$ cat src/rtl/mem_port_arbiter_if.sv
// Bundle of the fetch, data and memory-side signals around the shared-memory arbiter.
// The arbiter uses the slave view; the CPU/memory side uses the master view.
interface mem_port_arbiter_if #(
  parameter int WORD_SIZE = 16
);
  logic                 i_readM;
  logic [WORD_SIZE-1:0] i_address;
  logic [WORD_SIZE-1:0] i_rdata;
  logic                 i_ready;

  logic                 d_readM;
  logic                 d_writeM;
  logic [WORD_SIZE-1:0] d_address;
  logic [WORD_SIZE-1:0] d_wdata;
  logic [WORD_SIZE-1:0] d_rdata;
  logic                 d_ready;

  logic                 mem_readM;
  logic                 mem_writeM;
  logic [WORD_SIZE-1:0] mem_address;
  logic [WORD_SIZE-1:0] mem_wdata;
  logic [WORD_SIZE-1:0] mem_rdata;

  logic                 busy;
  logic [15:0]          num_conflicts;

  modport slave (
    input  i_readM, i_address,
    output i_rdata, i_ready,
    input  d_readM, d_writeM, d_address, d_wdata,
    output d_rdata, d_ready,
    output mem_readM, mem_writeM, mem_address, mem_wdata,
    input  mem_rdata,
    output busy, num_conflicts
  );

  modport master (
    output i_readM, i_address,
    input  i_rdata, i_ready,
    output d_readM, d_writeM, d_address, d_wdata,
    input  d_rdata, d_ready,
    input  mem_readM, mem_writeM, mem_address, mem_wdata,
    output mem_rdata,
    input  busy, num_conflicts
  );
endinterface

$ cat src/rtl/mem_port_arbiter.sv
// Shares one single-port memory between instruction fetch and data access.
// Fixed-latency IDLE/ACCESS/RESP FSM, data priority with a fetch anti-starvation limit.
module mem_port_arbiter #(
  parameter int WORD_SIZE    = 16,
  parameter int LATENCY      = 2,
  parameter int STARVE_LIMIT = 4
) (
  input  logic              clk,
  input  logic              reset_n,
  mem_port_arbiter_if.slave bus
);

  localparam logic [1:0] ST_IDLE   = 2'd0;
  localparam logic [1:0] ST_ACCESS = 2'd1;
  localparam logic [1:0] ST_RESP   = 2'd2;

  localparam int CNT_W = (LATENCY > 1) ? $clog2(LATENCY) : 1;
  localparam int SC_W  = (STARVE_LIMIT > 0) ? $clog2(STARVE_LIMIT + 1) : 1;

  localparam logic [CNT_W-1:0] CNT_LOAD   = CNT_W'(LATENCY - 1);
  localparam logic [SC_W-1:0]  STARVE_MAX = SC_W'(STARVE_LIMIT);

  logic [1:0]       state;
  logic [CNT_W-1:0] cnt;
  logic [SC_W-1:0]  starve_cnt;
  logic             win_d;
  logic             op_write;

  logic d_req;
  logic grant_i;
  logic grant_d;
  logic conflict;

  // Fetch only beats a pending data request once it has been passed over STARVE_LIMIT times.
  always_comb begin
    d_req    = bus.d_readM | bus.d_writeM;
    grant_i  = bus.i_readM && (!d_req || (starve_cnt == STARVE_MAX));
    grant_d  = d_req && !grant_i;
    conflict = bus.i_readM && d_req;
  end

  assign bus.busy = (state != ST_IDLE);

  always_ff @(posedge clk or negedge reset_n) begin
    if (!reset_n) begin
      state             <= ST_IDLE;
      cnt               <= '0;
      starve_cnt        <= '0;
      win_d             <= 1'b0;
      op_write          <= 1'b0;
      bus.mem_readM     <= 1'b0;
      bus.mem_writeM    <= 1'b0;
      bus.mem_address   <= '0;
      bus.mem_wdata     <= '0;
      bus.i_rdata       <= '0;
      bus.d_rdata       <= '0;
      bus.i_ready       <= 1'b0;
      bus.d_ready       <= 1'b0;
      bus.num_conflicts <= '0;
    end else begin
      case (state)
        ST_IDLE: begin
          if (grant_i || grant_d) begin
            state           <= ST_ACCESS;
            cnt             <= CNT_LOAD;
            win_d           <= grant_d;
            // A simultaneous read+write on the data side is a write.
            op_write        <= grant_d && bus.d_writeM;
            bus.mem_readM   <= !(grant_d && bus.d_writeM);
            bus.mem_writeM  <= grant_d && bus.d_writeM;
            bus.mem_address <= grant_d ? bus.d_address : bus.i_address;
            bus.mem_wdata   <= grant_d ? bus.d_wdata : '0;
          end

          if (grant_i || !bus.i_readM) begin
            starve_cnt <= '0;
          end else if (grant_d) begin
            starve_cnt <= starve_cnt + 1'b1;
          end

          if (conflict && (bus.num_conflicts != 16'hFFFF)) begin
            bus.num_conflicts <= bus.num_conflicts + 16'd1;
          end
        end

        ST_ACCESS: begin
          if (cnt == '0) begin
            state          <= ST_RESP;
            bus.mem_readM  <= 1'b0;
            bus.mem_writeM <= 1'b0;
            if (!op_write) begin
              if (win_d) begin
                bus.d_rdata <= bus.mem_rdata;
              end else begin
                bus.i_rdata <= bus.mem_rdata;
              end
            end
            bus.d_ready <= win_d;
            bus.i_ready <= !win_d;
          end else begin
            cnt <= cnt - 1'b1;
          end
        end

        ST_RESP: begin
          state       <= ST_IDLE;
          bus.i_ready <= 1'b0;
          bus.d_ready <= 1'b0;
        end

        default: begin
          state          <= ST_IDLE;
          bus.mem_readM  <= 1'b0;
          bus.mem_writeM <= 1'b0;
          bus.i_ready    <= 1'b0;
          bus.d_ready    <= 1'b0;
        end
      endcase
    end
  end

endmodule

$ cat src/flat_wrapper.sv
// flat-port wrapper written by rule: the top's interface ports become plain ports
module mem_port_arbiter_flat 
#(
  parameter int WORD_SIZE    = 16,
  parameter int LATENCY      = 2,
  parameter int STARVE_LIMIT = 4
)
  (clk, reset_n, bus_i_readM, bus_i_address, bus_i_rdata, bus_i_ready, bus_d_readM, bus_d_writeM, bus_d_address, bus_d_wdata, bus_d_rdata, bus_d_ready, bus_mem_readM, bus_mem_writeM, bus_mem_address, bus_mem_wdata, bus_mem_rdata, bus_busy, bus_num_conflicts);
  mem_port_arbiter_if #(.WORD_SIZE(WORD_SIZE)) bus_i ();
  input  logic clk;
  input  logic reset_n;
  input wire logic [$bits(bus_i.i_readM)-1:0] bus_i_readM;
  input wire logic [$bits(bus_i.i_address)-1:0] bus_i_address;
  output wire logic [$bits(bus_i.i_rdata)-1:0] bus_i_rdata;
  output wire logic [$bits(bus_i.i_ready)-1:0] bus_i_ready;
  input wire logic [$bits(bus_i.d_readM)-1:0] bus_d_readM;
  input wire logic [$bits(bus_i.d_writeM)-1:0] bus_d_writeM;
  input wire logic [$bits(bus_i.d_address)-1:0] bus_d_address;
  input wire logic [$bits(bus_i.d_wdata)-1:0] bus_d_wdata;
  output wire logic [$bits(bus_i.d_rdata)-1:0] bus_d_rdata;
  output wire logic [$bits(bus_i.d_ready)-1:0] bus_d_ready;
  output wire logic [$bits(bus_i.mem_readM)-1:0] bus_mem_readM;
  output wire logic [$bits(bus_i.mem_writeM)-1:0] bus_mem_writeM;
  output wire logic [$bits(bus_i.mem_address)-1:0] bus_mem_address;
  output wire logic [$bits(bus_i.mem_wdata)-1:0] bus_mem_wdata;
  input wire logic [$bits(bus_i.mem_rdata)-1:0] bus_mem_rdata;
  output wire logic [$bits(bus_i.busy)-1:0] bus_busy;
  output wire logic [$bits(bus_i.num_conflicts)-1:0] bus_num_conflicts;
  assign bus_i.i_readM = bus_i_readM;
  assign bus_i.i_address = bus_i_address;
  assign bus_i_rdata = bus_i.i_rdata;
  assign bus_i_ready = bus_i.i_ready;
  assign bus_i.d_readM = bus_d_readM;
  assign bus_i.d_writeM = bus_d_writeM;
  assign bus_i.d_address = bus_d_address;
  assign bus_i.d_wdata = bus_d_wdata;
  assign bus_d_rdata = bus_i.d_rdata;
  assign bus_d_ready = bus_i.d_ready;
  assign bus_mem_readM = bus_i.mem_readM;
  assign bus_mem_writeM = bus_i.mem_writeM;
  assign bus_mem_address = bus_i.mem_address;
  assign bus_mem_wdata = bus_i.mem_wdata;
  assign bus_i.mem_rdata = bus_mem_rdata;
  assign bus_busy = bus_i.busy;
  assign bus_num_conflicts = bus_i.num_conflicts;
  mem_port_arbiter #(.WORD_SIZE(WORD_SIZE), .LATENCY(LATENCY), .STARVE_LIMIT(STARVE_LIMIT)) u_core (.clk(clk), .reset_n(reset_n), .bus(bus_i));
endmodule
$ cat config.mk
export PLATFORM = sky130hd
export DESIGN_NAME = mem_port_arbiter_flat
export DESIGN_NICKNAME = d
export VERILOG_FILES = /design/src/rtl/mem_port_arbiter_if.sv /design/src/rtl/mem_port_arbiter.sv /design/src/flat_wrapper.sv
export SDC_FILE = /design/constraint.sdc
export NUM_CORES = 1
export LEC_CHECK = 0
export ABC_AREA = 1
export BUFFER_PORTS_ARGS = -buffer_cell sky130_fd_sc_hd__buf_2
export CAP_MARGIN = 40
export CORE_MARGIN = 1
export CORE_UTILIZATION = 44
export DETAILED_ROUTE_END_ITERATION = 7
export GPL_TIMING_DRIVEN = 0
export PLACE_DENSITY = 0.76
export SLEW_MARGIN = 0
export SYNTH_ARGS = -nofsm -noshare
export SYNTH_HDL_FRONTEND = slang
export SYNTH_SLANG_ARGS = --single-unit
$ cat constraint.sdc
create_clock -name clk -period 1.3 [get_ports clk]
set_input_delay 0.195 -clock clk [delete_from_list [all_inputs] [get_ports clk]]
set_output_delay 0.195 -clock clk [all_outputs]
set_load 0.01 [all_outputs]
---- Yosys cells after proc, flatten, opt, wreduce, memory -nomap -nowiden ----
Index checks and enable logic that the tools add are counted.
word-level totals
  input bits .............................. 69
  bits in writable memories ............... 0
  latch bits .............................. 0
  ROM bits ................................ 0
  register bits ........................... 92
  output and inout port bits .............. 85
  word-level logic and storage cells ...... 74
  memories ................................ 0
operators by class
  equality and inequality tests ........... 6
  mux-type cells .......................... 19
  multiply operators ...................... 0
  $lt $le $gt $ge ......................... 0
  bitwise gates (word level) .............. 6
  $add $sub $neg .......................... 3
  shift operators ......................... 0
  divide/modulo/power cells ............... 0
  reductions and logical operators ........ 26
operator list
  cell                     number
  $mux W16                 2
  $add A16 B1 Y16 const B  1
  $ne A16 B16 Y1 const B   1
  $reduce_and A2 Y1        6
  $reduce_and A4 Y1        2
  $mux W1                  7
  $mux W3                  2
  $pmux W1 S2              3
  $pmux W1 S3              2
  $reduce_bool A2 Y1       3
  $logic_and A1 B1 Y1      5
  $logic_not A1 Y1         5
  $not A1 Y1               5
  $mux W2                  2
  $pmux W2 S2              1
  $add A3 B1 Y3 const B    1
  $eq A3 B3 Y1 const B     1
  $logic_or A1 B1 Y1       3
  $reduce_and A3 Y1        1
  $eq A2 B1 Y1 const B     1
  $eq A2 B2 Y1 const B     1
  $logic_not A2 Y1         1
  $ne A2 B1 Y1 const B     1
  $ne A2 B2 Y1 const B     1
  2 further kinds          2

---- Depth between registers and ports, before layout ----
  word-level depth ........................ 10
  depth in mapped cells ................... 10
  mapped depth without buffers ............ 9

---- Worst setup path after synthesis ----
No wires, ideal clock.
  path type ............................... register -> register
  from .................................... reg u_core.bus.num_conflicts[0]
  to ...................................... reg u_core.bus.num_conflicts[12]
  period minus slack after synthesis ...... 1.516 ns
  data required time ...................... 1.182 ns
  path buffers ............................ 1
  cell stages (with the launch flop) ...... 10
  path slack .............................. -0.216 ns
  arrival time ............................ 1.398 ns
  setup time .............................. 0.118 ns
  path through ............................ dfrtp_1 ha_1 nand2_2 nor2_4 nand2_4 nor2_4 nor2_4 buf_6 nand3_1 nand2_1
between the ends
  longest elaborated chain between the ends .. 3
  elaborated cells between the ends (all ways) .. 4
  those cells by class .................... add/sub: 1; eq/ne: 1; reduce/logical: 2
RTL lines
  element                                                                  line                       text
  from (decl)                                                              mem_port_arbiter_if.sv:34  output busy, num_conflicts
  from (signal assigned)                                                   mem_port_arbiter.sv:82     bus.num_conflicts <= bus.num_conflicts + 16'd1;
  parallel branches: the longest is 3 deep, another holds $add A16 B1 Y16  --
Several ways; the timed one is not identified.
A chain may end at the register's enable or synchronous reset.

---- Worst setup path in the final report ----
Ends and elaborated chain as after synthesis.

==> flow_metrics.tcl <==
set metrics [dict create \
    status "finished with violations" \
    failed_checks "negative setup slack" \
    synthTopCellsByArea "dfrtp_1, nand2_1, o21ai_0, inv_1, a21oi_1" \
    holdCritStartpoint "bus_d_address[13]" \
    worstMarginPinSlew_ns 0.542 \
    power.density_mw_per_mm2 2240 \
    die_area_mm2 0.00971 \
    start_util_pct 46.1 \
    wire_per_inst_um 15.0 \
    grt_pass1_wl_mm 18.0 \
    placed_cell_area_mm2 0.00508 \
    ys_types 27 \
    cts_tree "yes" \
    report.final.slew_viol_count 0 \
    maxCapViolations 0 \
    cts-root-buf "clkbuf_8" \
    post-route-util_pct 70.4 \
    hold_viol 0 \
    clkTransAtPathRegs_ns 0.10 \
    drc 0 \
    crit_type "flop to flop" \
    netlist_area_mm2 0.00410 \
    die_h_um 98.6 \
    path_buf_inv 1 \
    cp-end-kind "flop" \
    fin_area_mm2 0.00626 \
    p_sw_share_pct 40.2 \
    required_ns 1.55 \
    dp_cells 746 \
    p_clk_share_pct 15.8 \
    slowest_stage "dfrtp_2" \
    ant_nets 0 \
    rr_endpoint "u_core.bus.num_conflicts[12]" \
    crit_family "simple AND/OR/NAND/NOR gates" \
    grt_overflow 0 \
    reg2reg_depth 9 \
    peakVddDrop_mv 1.32 \
    finalClockSkew_ns 0.0109 \
    period_minus_slack_ns 1.43 \
    diodes 0 \
    worstReg2RegStart "u_core.bus.num_conflicts[0]" \
    core_mm2 0.00889 \
    grt_pass1_vias 3993 \
    stdcell_count 800 \
    relSlewSlack_pct 63.9 \
    dp_hpwl_mm 7.54 \
    hp-class "primary input to flop" \
    cts_buffers 9 \
    antenna_found_initial 0 \
    finalCritPeriodShare_pct 110 \
    clock_path_buffers 2 \
    cp-start-kind "flop" \
    wl_mm 12.0 \
    hold_depth 3 \
    syn_area_per_cell_um2 8.48 \
    vias_per_cell 5.12 \
    fmax_mhz 701 \
    grt_usage_pct 23.3 \
    final_cell_mix "buf_2, nand2_1, dfrtp_1, inv_1, buf_4" \
    final_common_cell "buf_2" \
    syn_nets 556 \
    ctsHtreeMaxLevel 3 \
    pwr-share-comb_pct 48.5 \
    yosys_warnings 0 \
    area_delta_synth_final_pct 52.6 \
    p_int_mw 8.39 \
    leakagePower_nw 3.26 \
    vias 4098 \
    finalPower_mw 14.0 \
    hold-path-endpoint "u_core.bus.mem_address[13]" \
    r2r_setup_slack_ns -0.13 \
    final_nets 759 \
    startpoint "u_core.bus.num_conflicts[0]" \
    drt_pass1_iterations 4 \
    rows 34 \
    clk-insertion-delay-late_ns 0.36 \
    die_width_um 98.6 \
    crit_top_cell "nor2_4" \
    slowest_delay_ns 0.41 \
    numPortBuffers 153 \
    pwr-share-seq_pct 35.8 \
    power.switching_mw 5.64 \
    worst_slack_ns -0.127 \
    drt-initial-drc-count 131 \
    synth_cells 484 \
    netlist.top_cell.by_area "dfrtp_1" \
    ys_seq_area_share_pct 56.1 \
    path_cells "ha_4 > nand2_4 > nor2_4 > nand2_4 > nor2_4 > nor2_4 > buf_4 > nand3_1 > nand2_1" \
    arrival_ns 1.68 \
    ys_seq_elements 92 \
    place_congestion 0.782 \
    ioPinCount 154 \
    pre_cts_ws_ns -0.275 \
    drive_gt1_share_pct 48.6 \
    synth_top_area_share_pct 56.1 \
    finalSetupViolations 63 \
    cp_max_fo 5 \
    rsz0062_at_grt "true" \
    grt_max_degree 54 \
    cts.sinks 92 \
]
==> power by group through the flow <==
stage          clock network, mW  logic [mW]  registers [mW]
2_1_floorplan                  0        2.23            5.29
3_3_place_gp                   0        4.56            4.76
3_5_place_dp                   0        4.73            4.80
4_1_cts                     2.24        5.39            4.78
5_1_grt                     2.35        7.40            5.17
6_report                    2.21        6.79            5.02
==> state kept, by name, summed over array words and instances (netlist names) <==
register,cells
u_core.bus.mem_readM,1
u_core.win_d,1
u_core.bus.mem_wdata,16
u_core.bus.d_ready,1
u_core.op_write,1
u_core.bus.d_rdata,16
u_core.state,2
u_core.bus.i_rdata,16
u_core.cnt,1
u_core.bus.mem_writeM,1
u_core.bus.num_conflicts,16
u_core.bus.mem_address,16
u_core.starve_cnt,3
u_core.bus.i_ready,1
==> cell families (layout without fill, tap and decap cells) <==
logic type               count (synthesis)  in the layout  synth area share [%]
AND/OR/NAND/NOR                        219            219                  22.4
buffers and inverters                   70            278                  7.35
AO/OA/AOI/OAI                           95             95                  12.1
XOR/XNOR                                 5              5                  1.07
flip-flops                              92             92                  56.1
adder cells (fa/ha/maj)                  3              3                 0.915
==> cells in the mapped netlist (all sizes together) <==
| cell type | number |
|---|---|
| clkbuf | 8 |
| nor3 | 2 |
| nand3 | 27 |
| and3 | 1 |
| nand4 | 2 |
| inv | 51 |
| dfrtp | 92 |
| xnor2 | 2 |
| ha | 3 |
| nor2 | 34 |
| o21a | 1 |
| xor2 | 3 |
| o21ai | 59 |
| buf | 11 |
| nand2 | 153 |
| o31ai | 1 |
| a21oi | 34 |
==> worst reg2reg max path: cells and delay by family, from the launching register on <==
kind / cells / cell delay (ns)
simple gates: 7 / 0.60
flops: 1 / 0.41
buf+inv: 1 / 0.16
fa+ha+maj: 1 / 0.15
==> layer usage <==
metal / global-route usage, % / vias to the layer above / routed length [µm]
met1: 28.4 / 1992 / 4990
li1: - / 1948 / -
met2: 39.7 / 131 / 6120
met4: 9.64 / 0 / 303
met5: 0 / - / 0
met3: 5.74 / 27 / 600
==> worst max path at each step <==
| stage | end | slack [ns] | cells after the start |
|---|---|---|---|
| 2_1_floorplan | u_core.bus.num_conflicts[12] | -0.1 | 9 |
| 3_3_place_gp | u_core.bus.num_conflicts[1] | -1.01 | 1 |
| 3_5_place_dp | u_core.bus.mem_wdata[13] | -0.27 | 8 |
| 4_1_cts | u_core.bus.num_conflicts[9] | -0.13 | 10 |
| 5_1_grt | u_core.bus.num_conflicts[15] | -0.21 | 9 |
| 6_report | u_core.bus.num_conflicts[12] | -0.13 | 9 |
==> layout make-up <==
class	instances	area (µm²)
Timing Repair Buffer	192	1220
Inverter	51	206
Tap cell	108	135
Sequential cell	92	2310
Multi-Input combinational cell	322	1940
Fill cell	659	2630
Clock buffer	11	141
Clock inverter	5	83.8
Buffer	19	229
==> repair_timing <==
action / CTS / global route
hold buffers: 1 / 0
pin swaps: 6 / 9
gates resized for setup: 57 / 160
hold endpoints to repair: 39 / 0
setup buffers: 19 / 9
endpoints found under the setup margin: 89 / 86
cloned: 3 / 6
==> metrics by stage <==
| stage | hold WS (ns) | setup TNS [ns] |
|---|---|---|
| 6_report | 0.0572 | -2.73 |
| 5_1_grt | 0.0431 | -7.33 |
| 4_1_cts | 0.0407 | -1.73 |
| 3_5_place_dp | 0.214 | -13.85 |
| 3_3_place_gp | 0.441 | -88.49 |
| 2_1_floorplan | -0.101 | -1.47 |
(Power assumes the default switching activity.)
